--- src/rtl/mc_sequencer_if.sv ---
// Memory handshake bundle between the multicycle sequencer and its
// instruction/data memories. The sequencer is the master; memories are slaves.
interface mc_sequencer_if #(
    parameter int WORD      = 64,
    parameter int INST_SIZE = 32
);
    logic                 imem_req;
    logic [WORD-1:0]      imem_addr;
    logic                 imem_ready;
    logic [INST_SIZE-1:0] imem_rdata;
    logic                 dmem_req;
    logic                 dmem_we;
    logic                 dmem_ready;

    modport master (
        output imem_req, imem_addr, dmem_req, dmem_we,
        input  imem_ready, imem_rdata, dmem_ready
    );

    modport slave (
        input  imem_req, imem_addr, dmem_req, dmem_we,
        output imem_ready, imem_rdata, dmem_ready
    );
endinterface

--- src/rtl/mc_sequencer.sv ---
// Multicycle LEGv8 sequencer: owns PC, IR, retire counter and the phase FSM.
// Each instruction walks FETCH/DECODE/EXECUTE[/MEM][/WB]; memory requests may
// stall and are bounded by a wait counter that traps into a sticky FAULT state.
module mc_sequencer #(
    parameter int              WORD      = 64,
    parameter int              INST_SIZE = 32,
    parameter logic [WORD-1:0] RESET_PC  = '0,
    parameter int              TIMEOUT   = 15,
    parameter int              CNT_W     = 32
) (
    input  logic                 clk,
    input  logic                 rst_n,
    mc_sequencer_if.master       mem,
    input  logic [1:0]           PCSrc,
    input  logic [WORD-1:0]      br_target,
    input  logic [WORD-1:0]      alu_out,
    output logic [INST_SIZE-1:0] inst,
    output logic [WORD-1:0]      pc,
    output logic [WORD-1:0]      pc_incr,
    output logic                 id_en,
    output logic                 ex_en,
    output logic                 mem_en,
    output logic                 wb_en,
    output logic                 retire,
    output logic [CNT_W-1:0]     instret,
    output logic                 fault
);

    typedef enum logic [2:0] {
        S_FETCH   = 3'd0,
        S_DECODE  = 3'd1,
        S_EXECUTE = 3'd2,
        S_MEM     = 3'd3,
        S_WB      = 3'd4,
        S_FAULT   = 3'd5
    } state_t;

    typedef enum logic [2:0] {
        C_ALU    = 3'd0,
        C_LDUR   = 3'd1,
        C_STUR   = 3'd2,
        C_BR     = 3'd3,
        C_BL     = 3'd4,
        C_BRANCH = 3'd5
    } iclass_t;

    // Classify an instruction from its opcode field (IR bits 31:21).
    function automatic iclass_t decode_class(input logic [10:0] op);
        iclass_t cls;
        if (op == 11'h7C2) begin
            cls = C_LDUR;
        end else if (op == 11'h7C0) begin
            cls = C_STUR;
        end else if (op == 11'h6B0) begin
            cls = C_BR;
        end else if (op[10:5] == 6'h25) begin
            cls = C_BL;
        end else if ((op[10:5] == 6'h05) || (op[10:3] == 8'h54) ||
                     (op[10:3] == 8'hB4) || (op[10:3] == 8'hB5)) begin
            cls = C_BRANCH;
        end else begin
            cls = C_ALU;
        end
        return cls;
    endfunction

    state_t               state_q, state_d;
    logic [7:0]           wait_q, wait_d;
    logic [INST_SIZE-1:0] inst_q, inst_d;
    logic [WORD-1:0]      pc_q, pc_d;
    logic [WORD-1:0]      npc_q, npc_d;
    logic [CNT_W-1:0]     instret_q, instret_d;
    logic                 fault_q, fault_d;

    iclass_t              class_s;
    logic [WORD-1:0]      pc_incr_s;
    logic [WORD-1:0]      npc_s;
    logic                 end_s;
    logic                 imem_req_s, dmem_req_s, dmem_we_s;
    logic                 id_en_s, ex_en_s, mem_en_s, wb_en_s;
    logic                 timeout_s;

    assign pc_incr_s = pc_q + {{(WORD-3){1'b0}}, 3'd4};
    assign timeout_s = (wait_q == 8'(TIMEOUT));

    // Instruction class of the IR contents.
    always_comb begin
        class_s = decode_class(inst_q[31:21]);
    end

    // Next-PC candidate; BR always jumps to the ALU result, PCSrc=3 falls back to pc+4.
    always_comb begin
        npc_s = pc_incr_s;
        if (class_s == C_BR) begin
            npc_s = alu_out;
        end else begin
            case (PCSrc)
                2'd1:    npc_s = br_target;
                2'd2:    npc_s = alu_out;
                default: npc_s = pc_incr_s;
            endcase
        end
    end

    // Phase FSM: next state, datapath register updates and phase enables.
    always_comb begin
        state_d    = state_q;
        wait_d     = wait_q;
        inst_d     = inst_q;
        pc_d       = pc_q;
        npc_d      = npc_q;
        instret_d  = instret_q;
        fault_d    = fault_q;
        end_s      = 1'b0;
        imem_req_s = 1'b0;
        dmem_req_s = 1'b0;
        dmem_we_s  = 1'b0;
        id_en_s    = 1'b0;
        ex_en_s    = 1'b0;
        mem_en_s   = 1'b0;
        wb_en_s    = 1'b0;
        case (state_q)
            S_FETCH: begin
                imem_req_s = 1'b1;
                if (mem.imem_ready) begin
                    inst_d  = mem.imem_rdata;
                    state_d = S_DECODE;
                end else if (timeout_s) begin
                    state_d = S_FAULT;
                    fault_d = 1'b1;
                end else begin
                    wait_d = wait_q + 8'd1;
                end
            end
            S_DECODE: begin
                id_en_s = 1'b1;
                state_d = S_EXECUTE;
            end
            S_EXECUTE: begin
                ex_en_s = 1'b1;
                npc_d   = npc_s;
                case (class_s)
                    C_LDUR, C_STUR: begin
                        state_d = S_MEM;
                        wait_d  = 8'd0;
                    end
                    C_BRANCH, C_BR: begin
                        state_d = S_FETCH;
                        wait_d  = 8'd0;
                        pc_d    = npc_s;
                        end_s   = 1'b1;
                    end
                    default: begin
                        state_d = S_WB;
                    end
                endcase
            end
            S_MEM: begin
                mem_en_s   = 1'b1;
                dmem_req_s = 1'b1;
                dmem_we_s  = (class_s == C_STUR);
                if (mem.dmem_ready) begin
                    if (class_s == C_STUR) begin
                        state_d = S_FETCH;
                        wait_d  = 8'd0;
                        pc_d    = npc_q;
                        end_s   = 1'b1;
                    end else begin
                        state_d = S_WB;
                    end
                end else if (timeout_s) begin
                    state_d = S_FAULT;
                    fault_d = 1'b1;
                end else begin
                    wait_d = wait_q + 8'd1;
                end
            end
            S_WB: begin
                wb_en_s = 1'b1;
                state_d = S_FETCH;
                wait_d  = 8'd0;
                pc_d    = npc_q;
                end_s   = 1'b1;
            end
            S_FAULT: begin
                state_d = S_FAULT;
            end
            default: begin
                state_d = S_FAULT;
                fault_d = 1'b1;
            end
        endcase
        if (end_s) begin
            instret_d = instret_q + {{(CNT_W-1){1'b0}}, 1'b1};
        end else begin
            instret_d = instret_d;
        end
    end

    // State and architectural registers; reset aborts any instruction in flight.
    always_ff @(posedge clk or negedge rst_n) begin
        if (!rst_n) begin
            state_q   <= S_FETCH;
            wait_q    <= 8'd0;
            inst_q    <= '0;
            pc_q      <= RESET_PC;
            npc_q     <= RESET_PC;
            instret_q <= '0;
            fault_q   <= 1'b0;
        end else begin
            state_q   <= state_d;
            wait_q    <= wait_d;
            inst_q    <= inst_d;
            pc_q      <= pc_d;
            npc_q     <= npc_d;
            instret_q <= instret_d;
            fault_q   <= fault_d;
        end
    end

    assign mem.imem_req  = imem_req_s;
    assign mem.imem_addr = pc_q;
    assign mem.dmem_req  = dmem_req_s;
    assign mem.dmem_we   = dmem_we_s;

    assign inst    = inst_q;
    assign pc      = pc_q;
    assign pc_incr = pc_incr_s;
    assign id_en   = id_en_s;
    assign ex_en   = ex_en_s;
    assign mem_en  = mem_en_s;
    assign wb_en   = wb_en_s;
    assign retire  = end_s;
    assign instret = instret_q;
    assign fault   = fault_q;

endmodule

--- src/flat_wrapper.sv ---
// flat-port wrapper written by rule: the top's interface ports become plain ports
module mc_sequencer_flat 
#(
    parameter int              WORD      = 64,
    parameter int              INST_SIZE = 32,
    parameter logic [WORD-1:0] RESET_PC  = '0,
    parameter int              TIMEOUT   = 15,
    parameter int              CNT_W     = 32
)
  (clk, rst_n, PCSrc, br_target, alu_out, inst, pc, pc_incr, id_en, ex_en, mem_en, wb_en, retire, instret, fault, mem_imem_req, mem_imem_addr, mem_dmem_req, mem_dmem_we, mem_imem_ready, mem_imem_rdata, mem_dmem_ready);
  mc_sequencer_if #(.WORD(WORD), .INST_SIZE(INST_SIZE)) mem_i ();
  input  logic clk;
  input  logic rst_n;
  input  logic [1:0] PCSrc;
  input  logic [WORD-1:0] br_target;
  input  logic [WORD-1:0] alu_out;
  output logic [INST_SIZE-1:0] inst;
  output logic [WORD-1:0] pc;
  output logic [WORD-1:0] pc_incr;
  output logic id_en;
  output logic ex_en;
  output logic mem_en;
  output logic wb_en;
  output logic retire;
  output logic [CNT_W-1:0] instret;
  output logic fault;
  output wire logic [$bits(mem_i.imem_req)-1:0] mem_imem_req;
  output wire logic [$bits(mem_i.imem_addr)-1:0] mem_imem_addr;
  output wire logic [$bits(mem_i.dmem_req)-1:0] mem_dmem_req;
  output wire logic [$bits(mem_i.dmem_we)-1:0] mem_dmem_we;
  input wire logic [$bits(mem_i.imem_ready)-1:0] mem_imem_ready;
  input wire logic [$bits(mem_i.imem_rdata)-1:0] mem_imem_rdata;
  input wire logic [$bits(mem_i.dmem_ready)-1:0] mem_dmem_ready;
  assign mem_imem_req = mem_i.imem_req;
  assign mem_imem_addr = mem_i.imem_addr;
  assign mem_dmem_req = mem_i.dmem_req;
  assign mem_dmem_we = mem_i.dmem_we;
  assign mem_i.imem_ready = mem_imem_ready;
  assign mem_i.imem_rdata = mem_imem_rdata;
  assign mem_i.dmem_ready = mem_dmem_ready;
  mc_sequencer #(.WORD(WORD), .INST_SIZE(INST_SIZE), .RESET_PC(RESET_PC), .TIMEOUT(TIMEOUT), .CNT_W(CNT_W)) u_core (.clk(clk), .rst_n(rst_n), .mem(mem_i), .PCSrc(PCSrc), .br_target(br_target), .alu_out(alu_out), .inst(inst), .pc(pc), .pc_incr(pc_incr), .id_en(id_en), .ex_en(ex_en), .mem_en(mem_en), .wb_en(wb_en), .retire(retire), .instret(instret), .fault(fault));
endmodule
--- config.mk ---
export PLATFORM = sky130hd
export DESIGN_NAME = mc_sequencer_flat
export DESIGN_NICKNAME = d
export VERILOG_FILES = /design/src/rtl/mc_sequencer_if.sv /design/src/rtl/mc_sequencer.sv /design/src/flat_wrapper.sv
export SDC_FILE = /design/constraint.sdc
export NUM_CORES = 1
export LEC_CHECK = 0
export BUFFER_PORTS_ARGS = -buffer_cell sky130_fd_sc_hd__buf_4
export CAP_MARGIN = 20
export CORE_MARGIN = 3
export CORE_UTILIZATION = 40
export DETAILED_ROUTE_END_ITERATION = 12
export GPL_TIMING_DRIVEN = 0
export PLACE_DENSITY = 0.67
export SETUP_SLACK_MARGIN = 0.05
export SLEW_MARGIN = 20
export SYNTH_ARGS = -nofsm -noshare
export SYNTH_HDL_FRONTEND = slang
export SYNTH_SLANG_ARGS = --single-unit
--- constraint.sdc ---
create_clock -name clk -period 4.3 [get_ports clk]
set_clock_uncertainty 0.2 [all_clocks]
set_input_delay 0.215 -clock clk [delete_from_list [all_inputs] [get_ports clk]]
set_output_delay 0.215 -clock clk [all_outputs]
set_load 0.01 [all_outputs]
### After elaboration in Yosys (flattened, before gate mapping)

Index checks and enable logic that the tools add are counted.

| word-level totals | value |
|---|---|
| logic and storage cells | 89 |
| flip-flop bits (word level) | 204 |

| operators by class | value |
|---|---|
| reduce and logical (&&, ||, !) cells | 14 |
| add/subtract/negate cells | 3 |
| multiplexer cells | 37 |
| equality and inequality tests | 27 |
| bitwise gates (word level) | 1 |

Operators with widths:

| cell | number |
|---|---|
| 64-bit 2-to-1 mux | 4 |
| 64-bit case mux with 3 select lines | 1 |
| 64-bit case mux with 2 select lines | 1 |
| 64-bit by 3-bit adder with 64-bit output (second input constant) | 1 |
| 8-bit 2-to-1 mux | 5 |
| 11-bit equality test (second input constant) | 3 |
| 32-bit by 1-bit adder with 32-bit output (second input constant) | 1 |
| 8-bit case mux with 4 select lines | 1 |
| 3-bit 2-to-1 mux | 9 |
| 8-bit equality test (second input constant) | 2 |
| 3-bit case mux with 5 select lines | 1 |
| 3-bit by 2-bit equality test with 1-bit output (second input constant) | 4 |
| 1-bit 2-to-1 mux | 12 |
| 3-bit equality test (second input constant) | 3 |
| 8-bit by 1-bit adder with 8-bit output (second input constant) | 1 |
| 8-bit by 4-bit equality test with 1-bit output (second input constant) | 1 |
| 8-bit by 7-bit equality test with 1-bit output (second input constant) | 1 |
| 2-bit != test (second input constant) | 4 |
| 4-bit AND reduction | 2 |
| 4-bit OR reduction | 2 |
| 3-bit by 1-bit equality test with 1-bit output (second input constant) | 2 |
| 6-bit by 3-bit equality test with 1-bit output (second input constant) | 1 |
| 6-bit equality test (second input constant) | 1 |
| 1-bit case mux with 3 select lines | 2 |
| other kinds (13) | 17 |

### Longest topological paths before layout

| depth | value |
|---|---|
| word-level depth | 13 |
| mapped depth | 12 |
| depth with buffers taken out | 10 |

### Worst setup path before layout

OpenSTA, ideal clock, no wires.

| path | value |
|---|---|
| path kind | register to register |
| start | reg u_core.pc_q[7] (netlist: u_core.mem.imem_addr[7]) |
| end | reg u_core.npc_q[63] |
| setup slack | 1318 ps |
| buffers on the path | 3 |
| required time | 3953 ps |
| clock period less this slack | 2982 ps |
| cell stages (with the launch flop) | 11 |
| arrival time | 2636 ps |
| cells stage by stage | dfrtp_1 buf_4 and4_1 clkbuf_1 nand4_4 or4_4 buf_6 or4_4 xnor2_2 o21bai_1 a31oi_1 |

| on the way | value |
|---|---|
| longest elaborated chain between the ends | 3 |

RTL lines:

| item | RTL line | RTL |
|---|---|---|
| start, declared | mc_sequencer.sv:70 | `logic [WORD-1:0] pc_q, pc_d;` |
| start signal, assigned | mc_sequencer.sv:214 | `pc_q <= pc_d;` |
| 64-bit by 3-bit adder with 64-bit output | mc_sequencer.sv:83 | `assign pc_incr_s = pc_q + {{(WORD-3){1'b0}}, 3'd4};` |
| net pc_incr[63] | flat_wrapper.sv:19 | `output logic [WORD-1:0] pc_incr;` |
| 64-bit case mux with 2 select lines | mc_sequencer.sv:97 | `case (PCSrc)` |
| 64-bit 2-to-1 mux | mc_sequencer.sv:94 | `if (class_s == C_BR) begin` |
| end signal, assigned | mc_sequencer.sv:215 | `npc_q <= npc_d;` |
| end, declared | mc_sequencer.sv:71 | `logic [WORD-1:0] npc_q, npc_d;` |

The timed path passes the listed nets, and every way through them passes these cells.
A chain may end at the register's enable or synchronous reset.

### Worst setup path after layout

| path | value |
|---|---|
| start | reg u_core.inst_q[30] (netlist: u_core.inst[30]) |
| end | reg u_core.npc_q[7] |

| on the way | value |
|---|---|
| longest elaborated chain between the ends | 11 |
| elaborated cells on any way between the ends | 18 |
| those cells by class | eq/ne: 9; mux: 6; reduce/logical: 3 |

RTL lines:

| item | RTL line | RTL |
|---|---|---|
| start, declared | mc_sequencer.sv:69 | `logic [INST_SIZE-1:0] inst_q, inst_d;` |
| start signal, assigned | mc_sequencer.sv:213 | `inst_q <= inst_d;` |
| 8-bit by 7-bit equality test with 1-bit output or 6-bit by 3-bit equality test with 1-bit output (tied branches) | mc_sequencer.sv:58 | `end else if ((op[10:5] == 6'h05) \|\| (op[10:3] == 8'h54) \|\|` |
| 1-bit logical OR (2 in series) | mc_sequencer.sv:58 |  |
| 1-bit logical OR | mc_sequencer.sv:59 | `(op[10:3] == 8'hB4) \|\| (op[10:3] == 8'hB5)) begin` |
| 3-bit 2-to-1 mux | mc_sequencer.sv:58 |  |
| 3-bit 2-to-1 mux | mc_sequencer.sv:56 | `end else if (op[10:5] == 6'h25) begin` |
| 3-bit 2-to-1 mux | mc_sequencer.sv:54 | `end else if (op == 11'h6B0) begin` |
| 3-bit 2-to-1 mux | mc_sequencer.sv:52 | `end else if (op == 11'h7C0) begin` |
| 3-bit 2-to-1 mux * | mc_sequencer.sv:50 | `if (op == 11'h7C2) begin` |
| 3-bit by 2-bit equality test with 1-bit output * | mc_sequencer.sv:94 |  |
| 64-bit 2-to-1 mux * | mc_sequencer.sv:94 |  |

Every way passes the cells marked *; elsewhere a longest branch is shown, timed or not.

==> results_tabular.tex <==
\begin{tabular}{lr}
\hline
Metric & Value \\
\hline
\multicolumn{2}{l}{\textbf{Synth}} \\
Most instantiated flip-flop cell in the synthesis netlist & dfrtp\_1 \\
Arithmetic-cell share of the synthesized area counting full adders, half adders and majority gates & 0.005378 \\
Number of warnings printed during yosys synthesis & 0 \\
Average cell area after synthesis & 8.990 um\^{}2 \\
Share of the synthesized netlist area taken by xor and xnor gates & 0.06690 \\
Number of nets in the synthesized netlist & 1465 \\
Number of distinct standard cells referenced by the synthesized netlist & 65 \\
Asr flop ratio synth & 1.000 \\
Gate count of the mapped netlist & 1294 \\
Area of the mapped netlist & 11630 um\^{}2 \\
Combinational family with the most area after synthesis & compound AO/OA/AOI/OAI gates \\
Fraction of the mapped netlist area in compound gates & 0.1933 \\
Register bit count reported by yosys & 204 \\
Simple-gate share of the synthesized area & 0.1850 \\
Sequential element share of the synthesized area & 0.4388 \\
Mux share of post-synthesis cell area & 0.03001 \\
Number of enable flip-flop cells after synthesis & 0 \\
\multicolumn{2}{l}{\textbf{Clocking}} \\
Clock tree from TritonCTS & yes \\
Number of H-tree branching levels & 1 \\
TritonCTS buffer count & 24 \\
Clock latency on the worst-skew pair & 520 ps \\
Total number of clock tree sinks & 204 \\
Maximum root-to-sink buffer count & 3 \\
Buffer type at the clock tree root & clkbuf\_16 \\
Register clock-pin slew on the reported worst setup and hold paths & 60 ps \\
\multicolumn{2}{l}{\textbf{Cells and area}} \\
Most common cell after layout, fill and taps aside & buf\_4 \\
Final net count & 2067 \\
Area of combinational cells with multiple inputs & 5635 um\^{}2 \\
Sequential Area & 5105 um\^{}2 \\
Most frequent cells in the layout & buf\_4, dfrtp\_1, nand2\_1, o21ai\_0, dlygate4sd3\_1 \\
Ratio of cells with drive above 1 in the final layout & 0.3178 \\
Utilization of the core after routing & 0.6271 \\
Number of inserted filler cells in the final layout & 2451 \\
Relative area change from synthesis to final layout & 52.22\% \\
Count of inserted antenna diode cells & 0 \\
\multicolumn{2}{l}{\textbf{Power and ir drop}} \\
PD cells & 268.9 nW/um\^{}2 \\
Flop pwr share & 0.410 \\
Cell-internal power & 3.596 mW \\
Leak Pwr & 8.498 nW \\
Maximum vdd ir drop & 0.2786 mV \\
Power share of the clock group & 0.463 \\
Proportion of total power due to net switching & 0.2446 \\
Portion of total power attributed to combinational logic & 0.128 \\
Switching power & 1.165 mW \\
\multicolumn{2}{l}{\textbf{Placement}} \\
Number of port buffers & 430 \\
HPWL after detailed placement & 38.96 mm \\
Routability-driven placement congestion ratio & 0.9214 \\
\multicolumn{2}{l}{\textbf{Timing}} \\
Total negative slack for setup checks & 0 ps \\
Transition time at the pin with the least slew margin & 1069 ps \\
Post-route minimum period & 4146 ps \\
Number of max-slew violations in the final report & 0 \\
Maximum frequency from static timing analysis & 241.2 MHz \\
Period Utilization, post-route & 0.9642 \\
Number of endpoints with negative hold slack in the final report & 2 \\
Relative max-transition margin & 0.2796 \\
Post-route worst hold slack & -6.403 ps \\
Setup repair after global routing missed its margin & true \\
Setup violation total in the final timing report & 0 \\
\multicolumn{2}{l}{\textbf{Worst setup path}} \\
Arrival time reported for the critical path endpoint & 4330 ps \\
Source of the critical timing path & u\_core.inst[30] \\
Worst-path cell chain & or4b\_4, or4\_1, and3\_1, clkbuf\_1, clkbuf\_1, a222oi\_1, dlygate4sd3\_1, o21ai\_0 \\
Top fanout value on the critical path & 10 \\
Most repeated library cell on the critical path & clkbuf\_1 \\
Library cell contributing the largest single delay on the critical path & dlygate4sd3\_1 \\
Element type at the critical path end & flip-flop \\
Critical Path Start Type & flip-flop \\
Setup Crit Path Kind & flip-flop to flip-flop \\
Flop2flop setup slack & 150 ps \\
R2R Path Start & u\_core.inst[30] \\
Maximum cell stage delay along the critical path & 650 ps \\
Number of cells traversed by the worst register-to-register path & 8 \\
Required time at the worst-slack endpoint & 4480 ps \\
Critical R2R Capture & u\_core.npc\_q[7] \\
\multicolumn{2}{l}{\textbf{Floorplan}} \\
Die area & 31170 um\^{}2 \\
Row cnt & 61 \\
Die height & 176.5 um \\
Starting utilization of the core area & 0.4120 \\
Standard cell core area & 28240 um\^{}2 \\
Io pins & 431 \\
Horizontal die dimension & 176.5 um \\
\multicolumn{2}{l}{\textbf{Detailed routing}} \\
DRC & 0 \\
Post-detailed-routing wire length & 52.79 mm \\
DRT iter0 DRCs & 1438 \\
Post-route ant nets & 0 \\
Vias & 13170 \\
Pre-antenna DRT Iters & 6 \\
Via density & 5.754 \\
WL per Instance & 23.07 um \\
\multicolumn{2}{l}{\textbf{Global route}} \\
Wire length of the first global-routing pass & 79.08 mm \\
Vias in the first global route & 13090 \\
Number of antenna violations at the first check in global routing & 0 \\
Total global-route track usage & 0.3288 \\
Total overflow reported by the global router & 0 \\
Pin count of the biggest net entering global routing & 92 \\
\multicolumn{2}{l}{\textbf{Run status}} \\
Violations in the final reports & hold timing \\
Status & finished, violations left \\
\multicolumn{2}{l}{\textbf{Job}} \\
Max-cap violations & 0 \\
\multicolumn{2}{l}{\textbf{Worst hold path}} \\
Type of the most critical hold path & input port to async pin \\
\hline
\end{tabular}
worst max-delay path, delay by kind of cell (launching register included):
family | cells | cell delay, ps
buf+inv | 3 | 1350
simple gates | 3 | 1280
flops | 1 | 500
compound gates | 2 | 660
cells in the mapped netlist (25+ instances only):
cell type	instances	area [um^2]
o21ai_0	142	710.7
a21oi_1	69	345.3
dfrtp_1	204	5105
xnor2_1	66	578.1
and3_1	25	156.4
a222oi_1	32	320.3
nand2_1	191	716.9
nor2_1	63	236.5
nand4_1	36	225.2
buf_4	69	518.0
mux2_2	31	349.1
nand3_1	51	255.2
clkbuf_1	69	259.0
how the worst max path moves through the flow:
stage                                to  depth (start not counted)  slack, ps
2_1_floorplan          u_core.npc_q[63]                         10       1320
3_3_place_gp   u_core.mem.imem_addr[43]                          8        160
3_5_place_dp   u_core.mem.imem_addr[42]                          8        190
4_1_cts        u_core.mem.imem_addr[12]                         10         60
5_1_grt        u_core.mem.imem_addr[10]                         10         40
6_report                u_core.npc_q[7]                          8        150
metal layers:
layer / GRT usage / part of all wire / up-vias
li1: - / - / 5838
met1: 0.4319 / 0.40 / 6499
met2: 0.5487 / 0.47 / 708
met3: 0.05441 / 0.082 / 120
met4: 0.1201 / 0.038 / 0
met5: 0 / 0 / -
registers in the layout (all words and copies together) (netlist names):
signal / cells
u_core.state_q: 3
u_core.instret: 32
u_core.inst: 32
u_core.npc_q: 64
u_core.wait_q: 8
u_core.fault: 1
u_core.mem.imem_addr: 64
cells by family after synthesis:
family,after synthesis
buf+inv,176
xor+xnor,88
mux,31
fa+ha+maj,5
simple gates,441
compound gates,349
flops,204
stage by stage:
stage                     instance area [um^2]  cells  power [mW]  hold WS [ps]  setup WS (ps)
after global routing                     17710   2288       4.906         30.03          43.84
after detailed placement                 15410   2105       2.465        -34.30          185.3
after CTS                                17650   2285       4.766        0.7144          55.24
after floorplan                          11630   1294       2.160        -280.6           1318
after global placement                   15330   2102       2.452         223.0          163.1
final                                    17710   2288       4.761        -6.403          153.8
layout make-up:
class                      count  share of cell area
clock buffer                  33             0.03929
multi-input combinational    914              0.3182
timing repair buffer         576              0.2664
sequential                   204              0.2883
clock inverter                 7            0.007631
inverter                      25            0.005299
tap                          378             0.02671
buffer                       151             0.04819
power by group through the flow:
stage                     sequential [mW]  combinational [mW]  clock [mW]
after floorplan                      1.98               0.179           0
after global placement               1.98               0.468           0
after detailed placement             1.98               0.480           0
after CTS                            1.95               0.594        2.22
after global routing                 1.95               0.652        2.30
final                                1.95               0.607        2.20
timing repair:
| action | 4_1_cts | 5_1_grt |
|---|---|---|
| gates resized for setup | 2 | 18 |
| hold buffers | 139 | 0 |
| endpoints found under the hold margin | 337 | 0 |
| pin swaps | 1 | 3 |
| setup buffers | 1 | 3 |
| endpoints found under the setup margin | 1 | 37 |
Power figures use the tool's default switching activity.
